==> src/rtl/div_unit_ex_pkg.sv <==
// div_unit_ex_pkg: shared definitions for the EX-stage iterative divider.
//   div_state_e    : divider FSM state (IDLE/CALC/FIX/DONE)
//   DIV_STEPS      : restoring steps per operation
//   DIV0_QUOTIENT  : quotient returned for a zero divisor
//   div_mag()      : operand magnitude (two's complement abs when signed)
package div_unit_ex_pkg;

  typedef enum logic [1:0] {
    S_IDLE = 2'd0,
    S_CALC = 2'd1,
    S_FIX  = 2'd2,
    S_DONE = 2'd3
  } div_state_e;

  localparam int          DIV_STEPS     = 32;
  localparam logic [31:0] DIV0_QUOTIENT = 32'hFFFF_FFFF;

  // 0x8000_0000 maps onto itself, which is the correct unsigned magnitude.
  function automatic logic [31:0] div_mag(input logic [31:0] x, input logic s);
    return (s && x[31]) ? -x : x;
  endfunction

endpackage

==> src/rtl/div_unit_ex_if.sv <==
// div_unit_ex_if: request/result bundle between EX pipeline control and the
// divider.
//   master (pipeline): drives start/sign/cancel/dividend/divisor,
//                      receives busy/done/quotient/remainder
//   slave  (divider) : the reverse
interface div_unit_ex_if #(parameter int WIDTH = 32);
  logic             start;
  logic             sign;
  logic             cancel;
  logic [WIDTH-1:0] dividend;
  logic [WIDTH-1:0] divisor;
  logic             busy;
  logic             done;
  logic [WIDTH-1:0] quotient;
  logic [WIDTH-1:0] remainder;

  modport master (output start, sign, cancel, dividend, divisor,
                  input  busy, done, quotient, remainder);
  modport slave  (input  start, sign, cancel, dividend, divisor,
                  output busy, done, quotient, remainder);
endinterface

==> src/rtl/div_unit_ex_step.sv <==
// div_step: one combinational restoring-division step.
//   rem_i/quo_i : current partial remainder / shifting quotient-dividend
//   dvs_i       : divisor magnitude
//   rem_o/quo_o : values after shift, trial subtract and quotient bit insert
module div_step #(parameter int WIDTH = 32) (
  input  logic [WIDTH-1:0] rem_i,
  input  logic [WIDTH-1:0] quo_i,
  input  logic [WIDTH-1:0] dvs_i,
  output logic [WIDTH-1:0] rem_o,
  output logic [WIDTH-1:0] quo_o
);
  logic [WIDTH:0] sh, trial;

  // The shifted remainder needs one extra bit: it can reach 2*dvs-1.
  // trial[WIDTH] is the borrow, i.e. "shifted remainder < divisor".
  assign sh    = {rem_i, quo_i[WIDTH-1]};
  assign trial = sh - {1'b0, dvs_i};
  assign rem_o = trial[WIDTH] ? sh[WIDTH-1:0] : trial[WIDTH-1:0];
  assign quo_o = {quo_i[WIDTH-2:0], ~trial[WIDTH]};
endmodule

==> src/rtl/div_unit_ex.sv <==
// div_unit_ex: iterative 32-bit DIV/DIVU for the EX stage.
//   clk, rst   : clock, async active-high reset
//   io (slave) : start/sign/cancel/dividend/divisor in,
//                busy (stall request), done (1-cycle pulse),
//                quotient (LO) / remainder (HI) out
// Optional build macro DIV_EARLY_OUT_EN: skip the 32 steps when the divisor
// is zero or |dividend| < |divisor|; results are identical either way.
module div_unit_ex
  import div_unit_ex_pkg::*;
#(parameter int WIDTH = 32) (
  input  logic         clk,
  input  logic         rst,
  div_unit_ex_if.slave io
);
  localparam logic [4:0] LAST_STEP = 5'(DIV_STEPS - 1);

  div_state_e       state_q, state_d;
  logic [4:0]       cnt_q, cnt_d;
  logic [WIDTH-1:0] rem_q, rem_d, quo_q, quo_d, dvs_q, dvs_d, dvd_q, dvd_d;
  logic             qneg_q, qneg_d, rneg_q, rneg_d, div0_q, div0_d;
  logic [WIDTH-1:0] quotient_q, quotient_d, remainder_q, remainder_d;
  logic [WIDTH-1:0] step_rem, step_quo, mag_a, mag_b;

  div_step #(.WIDTH(WIDTH)) u_step (
    .rem_i(rem_q), .quo_i(quo_q), .dvs_i(dvs_q),
    .rem_o(step_rem), .quo_o(step_quo)
  );

  assign mag_a = div_mag(io.dividend, io.sign);
  assign mag_b = div_mag(io.divisor,  io.sign);

  always_comb begin
    state_d     = state_q;
    cnt_d       = cnt_q;
    rem_d       = rem_q;
    quo_d       = quo_q;
    dvs_d       = dvs_q;
    dvd_d       = dvd_q;
    qneg_d      = qneg_q;
    rneg_d      = rneg_q;
    div0_d      = div0_q;
    quotient_d  = quotient_q;
    remainder_d = remainder_q;
    case (state_q)
      S_IDLE: if (io.start && !io.cancel) begin
        // quo holds the dividend magnitude and shifts out into rem.
        rem_d   = '0;
        quo_d   = mag_a;
        dvs_d   = mag_b;
        dvd_d   = io.dividend;
        cnt_d   = '0;
        qneg_d  = io.sign & (io.dividend[WIDTH-1] ^ io.divisor[WIDTH-1]);
        rneg_d  = io.sign & io.dividend[WIDTH-1];
        div0_d  = (io.divisor == '0);
        state_d = S_CALC;
`ifdef DIV_EARLY_OUT_EN
        // Quotient 0, remainder |dividend|; FIX restores the sign.
        if ((io.divisor == '0) || (mag_a < mag_b)) begin
          rem_d   = mag_a;
          quo_d   = '0;
          state_d = S_FIX;
        end
`endif
      end
      S_CALC: begin
        rem_d = step_rem;
        quo_d = step_quo;
        cnt_d = cnt_q + 5'd1;
        if (cnt_q == LAST_STEP) state_d = S_FIX;
      end
      S_FIX: begin
        quotient_d  = qneg_q ? -quo_q : quo_q;
        remainder_d = rneg_q ? -rem_q : rem_q;
        if (div0_q) begin
          quotient_d  = DIV0_QUOTIENT;
          remainder_d = dvd_q;
        end
        state_d = S_DONE;
      end
      S_DONE: state_d = S_IDLE;
      default: state_d = S_IDLE;
    endcase
    // A flush wins everywhere, including over the FIX write-back.
    if (io.cancel) begin
      state_d     = S_IDLE;
      quotient_d  = quotient_q;
      remainder_d = remainder_q;
    end
  end

  always_ff @(posedge clk or posedge rst) begin
    if (rst) begin
      state_q     <= S_IDLE;
      cnt_q       <= '0;
      rem_q       <= '0;
      quo_q       <= '0;
      dvs_q       <= '0;
      dvd_q       <= '0;
      qneg_q      <= 1'b0;
      rneg_q      <= 1'b0;
      div0_q      <= 1'b0;
      quotient_q  <= '0;
      remainder_q <= '0;
    end else begin
      state_q     <= state_d;
      cnt_q       <= cnt_d;
      rem_q       <= rem_d;
      quo_q       <= quo_d;
      dvs_q       <= dvs_d;
      dvd_q       <= dvd_d;
      qneg_q      <= qneg_d;
      rneg_q      <= rneg_d;
      div0_q      <= div0_d;
      quotient_q  <= quotient_d;
      remainder_q <= remainder_d;
    end
  end

  // Combinational so the DIV stalls in the very cycle it reaches EX.
  assign io.busy      = !rst && (((state_q == S_IDLE) && io.start && !io.cancel) ||
                                 (state_q == S_CALC) || (state_q == S_FIX));
  assign io.done      = (state_q == S_DONE);
  assign io.quotient  = quotient_q;
  assign io.remainder = remainder_q;
endmodule

==> src/flat_wrapper.sv <==
// flat-port wrapper written by rule: the top's interface ports become plain ports
module div_unit_ex_flat import div_unit_ex_pkg::*;
#(parameter int WIDTH = 32)
  (clk, rst, io_start, io_sign, io_cancel, io_dividend, io_divisor, io_busy, io_done, io_quotient, io_remainder);
  div_unit_ex_if #(.WIDTH(WIDTH)) io_i ();
  input  logic clk;
  input  logic rst;
  input wire logic [$bits(io_i.start)-1:0] io_start;
  input wire logic [$bits(io_i.sign)-1:0] io_sign;
  input wire logic [$bits(io_i.cancel)-1:0] io_cancel;
  input wire logic [$bits(io_i.dividend)-1:0] io_dividend;
  input wire logic [$bits(io_i.divisor)-1:0] io_divisor;
  output wire logic [$bits(io_i.busy)-1:0] io_busy;
  output wire logic [$bits(io_i.done)-1:0] io_done;
  output wire logic [$bits(io_i.quotient)-1:0] io_quotient;
  output wire logic [$bits(io_i.remainder)-1:0] io_remainder;
  assign io_i.start = io_start;
  assign io_i.sign = io_sign;
  assign io_i.cancel = io_cancel;
  assign io_i.dividend = io_dividend;
  assign io_i.divisor = io_divisor;
  assign io_busy = io_i.busy;
  assign io_done = io_i.done;
  assign io_quotient = io_i.quotient;
  assign io_remainder = io_i.remainder;
  div_unit_ex #(.WIDTH(WIDTH)) u_core (.clk(clk), .rst(rst), .io(io_i));
endmodule
==> config.mk <==
export PLATFORM = sky130hd
export DESIGN_NAME = div_unit_ex_flat
export DESIGN_NICKNAME = d
export VERILOG_FILES = /design/src/rtl/div_unit_ex_pkg.sv /design/src/rtl/div_unit_ex_if.sv /design/src/rtl/div_unit_ex_step.sv /design/src/rtl/div_unit_ex.sv /design/src/flat_wrapper.sv
export SDC_FILE = /design/constraint.sdc
export NUM_CORES = 1
export LEC_CHECK = 0
export ABC_AREA = 0
export CAP_MARGIN = 30
export CORE_AREA = 4 4 154 156
export DETAILED_ROUTE_END_ITERATION = 16
export DIE_AREA = 0 0 158 160
export PLACE_DENSITY = 0.8
export SLEW_MARGIN = 30
export SYNTH_ARGS = -nofsm -noshare
export SYNTH_HDL_FRONTEND = slang
export SYNTH_SLANG_ARGS = --single-unit
==> constraint.sdc <==
create_clock -name clk -period 9.18 [get_ports clk]
set_input_delay 1.836 -clock clk [delete_from_list [all_inputs] [get_ports clk]]
set_output_delay 1.836 -clock clk [all_outputs]
set_load 0.05 [all_outputs]
Word level (Yosys, flattened, before mapping):

Cells that the tools add are included.

* add/sub/neg operators: 6
* eq/ne operators: 7
* multiplexer cells: 17
* bitwise logic cells: 5
* reduce and logical (&&, ||, !) cells: 17

Operator list (count)
* 32-bit 2-to-1 mux: 9
* 32-bit negation: 4
* 32-bit case mux with 2 select lines: 2
* 33-bit by 32-bit subtractor with 33-bit output: 1
* 32-bit logical NOT: 1
* 5-bit case mux with 2 select lines: 1
* 2-bit case mux with 4 select lines: 1
* 2-bit AND reduction: 4
* 1-bit logical AND: 6
* 2-bit 2-to-1 mux: 3
* 3-bit by 2-bit inequality test with 1-bit output (second input constant): 2
* 5-bit by 1-bit adder with 5-bit output (second input constant): 1
* 5-bit equality test (second input constant): 1
* 5-bit 2-to-1 mux: 1
* 2-bit equality test (second input constant): 2
* 1-bit bitwise AND: 2
* 2-bit by 1-bit equality test with 1-bit output (second input constant): 1
* 1-bit logical NOT: 2
* 2-bit logical NOT: 1
* 1-bit logical OR: 2
* 2-bit by 1-bit inequality test with 1-bit output (second input constant): 1
* 1-bit NOT: 2
* 2-bit nonzero test: 1
* 1-bit XOR: 1

* bits in registers: 202
* input port bits: 69
* output and inout bits: 66
* word-level logic and storage cells: 63

Depth between registers and ports, before layout:

Gate-level depths: netlist of run 1.

* word-level depth: 6
* depth in mapped cells: 13

By module:

Synthesis of run 1 repeated with hierarchy kept, for this count alone.

* cell total of the unflattened synthesis: 1625
* area, all modules: 13549.2 µm²

Modules (own cells, without submodules)
* div_unit_ex: times used 1, cells each 1283, area each 11060.6 µm², seq. area each 5054.8 µm²
* div_step: times used 1, cells each 342, area each 2488.6 µm², seq. area each 0.0 µm²

Worst setup path after synthesis of run 1:

OpenSTA, ideal clock, no wires.

* kind: in2out
* start point: in io_cancel
* end point: out io_busy
* arrival time: 3.379 ns
* data required time: 7.344 ns
* slack: 3.965 ns
* stages: 5
* buffers on the path: 3
* cell sequence: nand3b_1 buf_2 buf_1 clkbuf_1 a21oi_1

* word-level cells in the longest chain between the ends: 5

RTL lines
* start, declared: RTL line flat_wrapper.sv:10 `input wire logic [$bits(io_i.cancel)-1:0] io_cancel;`
* 1-bit logical NOT: RTL line div_unit_ex.sv:120 `assign io.busy = !rst && (((state_q == S_IDLE) && io.start && !io.cancel) ||`
* 1-bit logical AND: RTL line div_unit_ex.sv:120
* 1-bit logical OR: RTL line div_unit_ex.sv:120
* 1-bit logical OR: RTL line div_unit_ex.sv:121 `(state_q == S_CALC) || (state_q == S_FIX));`
* 1-bit logical AND: RTL line div_unit_ex.sv:120
* end, declared: RTL line flat_wrapper.sv:13 `output wire logic [$bits(io_i.busy)-1:0] io_busy;`

No other way between the ends.

Final worst setup path of run 1:

Ends and elaborated chain as after synthesis.

==> results.md, run 1 <==
* Cell Rows at 55
* Initial antenna violation count at 0
* Final setup violating endpoints at 0
* RR Endpoint: u_core.rem_q[21]
* LEAKAGE at 6.43 nW
* Sequential fraction of the synthesis area at 0.397
* Max Root-Sink Buffers at 3
* Cell chain of the critical path: clkdlybuf4s50_1 -> nand3b_1 -> a21oi_1 -> clkdlybuf4s50_1
* Layout cells sized above 1 at 0.0711
* Avg Cell Area, Syn at 8.61 um^2
* CP max stage delay at 0.82 ns
* Combinational power share at 0.588
* Worst R2R Path Depth at 12
* Crit path kind: primary input to output pin
* Post-Syn Area at 12700 um^2
* CP Capture Type: output pin
* Top cell type's share of synthesized area at 0.397
* Ant diodes at 0
* Clock power frac at 0.148
* CP startpoint: io_cancel
* EDFF count, synth at 0
* Psw at 3.20 mW
* Synth warn at 0
* Post-Route Setup TNS at 0 ns
* Worst-path fanout max at 5
* Top post-synthesis cells by area: dfrtp_1, o21ai_0, nand2_1
* Vias in the first global route at 10600
* DR vias/cell at 5.84
* Result of the run: completed
* Wire per inst at 17.0 um
* Ys flop type: dfrtp_1
* Initial core utilization at 0.570
* Post-route ant nets at 0
* Worst EP arrival at 3.53 ns
* Tmin final at 5.37 ns
* Startpoint Class: primary input
* Final hold violations at 0
* CTS root buf: clkbuf_16
* Post-layout net count at 1686
* Postcts setup bufs at 0
* Gpl congestion at 0.888
* Non-Filler Instances at 1875
* Worst R2R Setup Slack at 5.26 ns
* Synth Net Count at 1593
* Slew HR at 0.429
* Max cap viols at 0
* Final WL at 31.8 mm
* CP required at 7.34 ns
* Largest net degree at the start of global routing at 144
* Area grow syn2layout at 18.0%
* Die width at 158 um
* Buffers on Ports at 134
* Share of power burned in registers at 0.265
* # IOs at 135
* Period utilization at 0.585
* Distinct cell type count after synthesis at 72
* First-pass GRT wire length at 52.3 mm
* Sink Count at 202
* CTS H-tree lvls at 1
* Total Routing Usage GR at 0.247
* Worst Min Path Start: u_core.dvs_q[25]
* CTS tree: done
* Gate Count Post-Synth at 1481
* Core ar. at 22400 um^2
* CTS Buf Count at 23
* HP Class: register to register
* PwrDens at 440 nW/um^2
* # hold bufs at CTS at 0
* Hold worst-path end: u_core.dvs_q[25]
* Sw frac at 0.483
* Clock skew at 0.00786 ns
* Number of DRC markers in iteration 0 at 742
* Cell mode on critical path: clkdlybuf4s50_1
* Die area at 25300 um^2
* Measured slew at the worst slew-check pin at 0.856 ns
* Post-synth top area cell: dfrtp_1
* Unrepaired setup endpoints after global routing: false
* Async S/R FF share, synth at 1.00
* Achievable frequency at 186 MHz
* Seq cells post-synth at 202
* Clk Latency, worst-skew pair at 0.50 ns
* RR Startpoint: u_core.quo_q[31]
* Final Max Tran Viols at 0
* Slowest CP cell: clkdlybuf4s50_1
* DP Wirelength at 22.8 mm
* Routed vias at 10900
* Total grt overflow at 0
* Hold path depth at 2
* Placed cell count at 1834
* Worst-path clk slew at 0.05 ns
* DRC errors left at 0
* Peak VDD IR at 0.000226 V
* Post-CTS Resized at 0
* DRT Pass-1 Iters at 5
* Internal power at 3.42 mW
* Die Span Y at 160 um
-- power by group through the flow --
stage | logic, mW | clock network [mW] | registers (mW)
floorplan | 2.58 | 0 | 2.02
global placement | 3.75 | 0 | 1.72
detailed placement | 3.84 | 0 | 1.75
CTS | 3.88 | 0.991 | 1.74
global route | 4.31 | 1.03 | 1.80
finish | 3.89 | 0.977 | 1.75
-- kinds of logic (layout without fill, tap and decap cells) --
group           count (synthesis)  count (layout)  share of synthesized area
compound gates                430             430                      0.196
flops                         202             202                      0.397
fa+ha+maj                      43              43                     0.0428
simple gates                  461             461                      0.168
mux                            64              64                     0.0531
buf+inv                       135             244                     0.0423
xor+xnor                      146             146                      0.100
-- worst max path at each step --
stage | endpoint | slack, ns | cells past startpoint
2_1_floorplan | u_core.cnt_q[0] | 1.83 | 1
3_3_place_gp | io_busy | 3.86 | 4
3_5_place_dp | io_busy | 3.86 | 4
4_1_cts | io_busy | 3.86 | 4
5_1_grt | io_busy | 3.75 | 4
6_report | io_busy | 3.81 | 4
-- state kept, by name, indices dropped and copies added (netlist names), 2 cells and up --
name                 cells
u_core.cnt_q             5
u_core.dvd_q            32
u_core.dvs_q            32
u_core.io.quotient      32
u_core.io.remainder     32
u_core.quo_q            32
u_core.rem_q            32
u_core.state_q           2
-- per-stage QoR --
stage	hold slack, ns	utilization	worst slack, ns	total power, mW	cell area, um^2
final	0.474	0.673	3.81	6.62	15000
after global routing	0.497	0.673	3.75	7.14	15000
after floorplan	0.445	-	1.83	4.60	12700
after detailed placement	0.469	0.636	3.86	5.59	14200
after global placement	0.454	0.636	3.86	5.47	14200
after CTS	0.482	0.672	3.86	6.61	15000
-- final cells by class --
type                       count  area [um^2]
fill                        1797         7320
multi-input combinational   1144         7170
sequential                   202         5060
timing repair buffer         144         1420
clock buffer                  33          663
tap                          285          357
inverter                      59          234
clock inverter                 8          146
-- synth_stat cells (all sizes together) (2+ instances only) --
library cell and count:
nand4 12, o21bai 2, a31oi 11, xor2 71
o31ai 19, o41ai 16, mux2i 35, a211oi 4
nor2 115, o32ai 2, nand4b 2, o21ai 187
or2 4, ha 42, nand3 14, o21a 5
o211ai 12, a21oi 147, nand2b 14, dfrtp 202
a21o 3, clkbuf 53, inv 59, o2111ai 3
nand2 209, nand3b 6, or4 12, o31a 2
o22a 6, nor2b 7, nor4 15, and3 8
and2 8, xnor2 75, nor3 21, a21boi 2
buf 23, or3 10, mux2 29
-- cells in the final DEF, fill, tap and decap left out, drive strengths merged, types with 11 or more instances in the layout --
master and instances:
clkbuf 33, nor3 21, a21oi 147, ha 42, inv 58, nand2 209, nand3 14, nor2 115
dfrtp 202, o31ai 19, a31oi 11, nor4 15, o21ai 187, nand4 12, or4 12, o211ai 12
xor2 71, mux2 29, nand2b 14, clkdlybuf4s50 134, o41ai 16, mux2i 35, xnor2 75
-- critical path: cells and delay by family --
kind,cells,cell delay (ns)
buf+inv,2,1.30
simple gates,1,0.23
compound gates,1,0.16
-- metal layers --
metal / part of all wire / vias up / global-route usage
met5: 0 / - / 0
met4: 0.024 / 0 / 0.0659
met3: 0.057 / 64 / 0.0295
met2: 0.48 / 323 / 0.423
met1: 0.44 / 5188 / 0.333
li1: - / 5366 / -
No activity file was read; power rests on OpenSTA's default activity.
==> inputs of run 2 (changes only) <==
--- a/config.mk
+++ b/config.mk
@@ -7,10 +7,10 @@
 export LEC_CHECK = 0
 export ABC_AREA = 0
 export CAP_MARGIN = 30
-export CORE_AREA = 4 4 154 156
+export CORE_AREA = 4 4 162 164
 export DETAILED_ROUTE_END_ITERATION = 16
-export DIE_AREA = 0 0 158 160
-export PLACE_DENSITY = 0.8
+export DIE_AREA = 0 0 166 168
+export PLACE_DENSITY = 0.76
 export SLEW_MARGIN = 30
 export SYNTH_ARGS = -nofsm -noshare
 export SYNTH_HDL_FRONTEND = slang
==> constraint.sdc (replaced) <==
create_clock -name clk -period 4.65 [get_ports clk]
set_input_delay 0.93 -clock clk [delete_from_list [all_inputs] [get_ports clk]]
set_output_delay 0.93 -clock clk [all_outputs]
set_load 0.05 [all_outputs]
==> results.md, run 2 (synthesized netlist as in run 1, its figures left out) <==
* CP required at 3.72 ns
* HP Class: register to register
* Die Span Y at 168 um
* Met2 WL at 14.6 mm
* Wire per inst at 16.5 um
* DRC errors left at 0
* Worst Min Path Start: u_core.dvs_q[22]
* Cell Rows at 58
* Largest net degree at the start of global routing at 117
* Clock skew at 0.00997 ns
* Measured slew at the worst slew-check pin at 0.841 ns
* Post-layout net count at 1688
* Sink Count at 202
* First-pass GRT wire length at 52.3 mm
* Final WL at 31.7 mm
* Postcts setup bufs at 0
* Place WS at 0.892 ns
* Routed vias at 10800
* Startpoint Class: primary input
* Worst R2R Path Depth at 12
* Total grt overflow at 0
* DRT met1 WL at 14.5 mm
* Total Routing Usage GR at 0.221
* PwrDens at 855 nW/um^2
* CTS tree: done
* Gpl congestion at 0.916
* Final setup violating endpoints at 0
* Setup ws final at 1.09 ns
* Result of the run: completed
* Tmin final at 3.56 ns
* Max Root-Sink Buffers at 3
* LEAKAGE at 6.41 nW
* Area grow syn2layout at 18.0%
* # hold bufs at CTS at 0
* Met3 wire length at 1.70 mm
* Worst-path fanout max at 5
* Core ar. at 24900 um^2
* Hold path depth at 2
* Filler cells at 2115
* CTS Buf Count at 22
* Final Util at 0.604
* CTS H-tree lvls at 1
* Peak VDD IR at 0.000425 V
* Initial core utilization at 0.512
* Achievable frequency at 281 MHz
* Final Max Tran Viols at 0
* Final hold violations at 0
* Vias in the first global route at 10500
* Commonest non-fill, non-tap cells in the layout: nand2_1, dfrtp_1, o21ai_0
* Worst R2R Setup Slack at 1.24 ns
* Unrepaired setup endpoints after global routing: false
* DP Wirelength at 23.2 mm
* CP Capture Type: output pin
* Crit path kind: primary input to output pin
* Non-Filler Instances at 1920
* Hold worst-path end: u_core.dvs_q[22]
* Buffers on Ports at 134
* Ant diodes at 0
* Number of DRC markers in iteration 0 at 799
* Post-CTS Resized at 0
* Placed cell count at 1882
* Commonest non-fill, non-tap cell in the layout: nand2_1
* DR top layer: met4
* Worst EP arrival at 2.63 ns
* Die width at 166 um
* CTS root buf: clkbuf_16
* RR Endpoint: u_core.rem_q[16]
* Max cap viols at 0
* Post-Route Setup TNS at 0 ns
* Worst-path clk slew at 0.06 ns
* Period utilization at 0.765
* Post-route ant nets at 0
* DR vias/cell at 5.65
* # IOs at 135
* Slew HR at 0.438
* Clk Latency, worst-skew pair at 0.51 ns
* DRT Pass-1 Iters at 5
* Initial antenna violation count at 0
* RR Startpoint: u_core.quo_q[31]
* Die area at 27900 um^2
* Layout cells sized above 1 at 0.0730
-- run 2: worst max path at each step --
stage / from / slack [ns] / to / depth (start not counted)
2_1_floorplan: rst / 1.10 / u_core.cnt_q[0] / 1
3_3_place_gp: io_dividend[2] / 0.99 / u_core.quo_q[28] / 9
3_5_place_dp: io_dividend[2] / 0.89 / u_core.quo_q[28] / 9
4_1_cts: io_cancel / 1.11 / io_busy / 4
5_1_grt: u_core.quo_q[31] / 0.97 / u_core.rem_q[16] / 12
6_report: io_cancel / 1.09 / io_busy / 4
-- run 2: layout make-up --
class                           count  area (um^2)  area share
Multi-Input combinational cell   1144         7170       0.477
Clock inverter                      9         81.3     0.00541
Tap cell                          330          413      0.0275
Timing Repair Buffer              147         1460      0.0974
Sequential cell                   202         5060       0.336
Clock buffer                       29          627      0.0417
Inverter                           59          225      0.0150
-- run 2: worst max-delay path, cell delays in order --
cell	delay, ns
clkdlybuf4s50_1	0.49
nand3b_1	0.21
a21oi_1	0.17
clkdlybuf4s50_1	0.82
-- run 2: per-layer routing --
layer,vias to the layer above,global-route usage
li1,5384,-
met1,5070,0.302
met2,332,0.372
met3,54,0.0293
met4,0,0.0642
met5,-,0
-- run 2: through the flow --
stage	hold slack, ns	power, mW	instance area [um^2]
2_1_floorplan	0.445	9.08	12700
3_3_place_gp	0.458	10.9	14300
3_5_place_dp	0.464	11.1	14300
4_1_cts	0.477	12.9	15000
5_1_grt	0.501	13.9	15000
6_report	0.476	12.9	15000
-- run 2: power breakdown --
| group | internal (mW) | switching [mW] | leakage (nW) |
|---|---|---|---|
| combinational | 2.99 | 4.69 | 3.51 |
| clock | 1.00 | 0.704 | 0.358 |
| sequential | 2.56 | 0.893 | 2.55 |
| total | 6.56 | 6.29 | 6.41 |
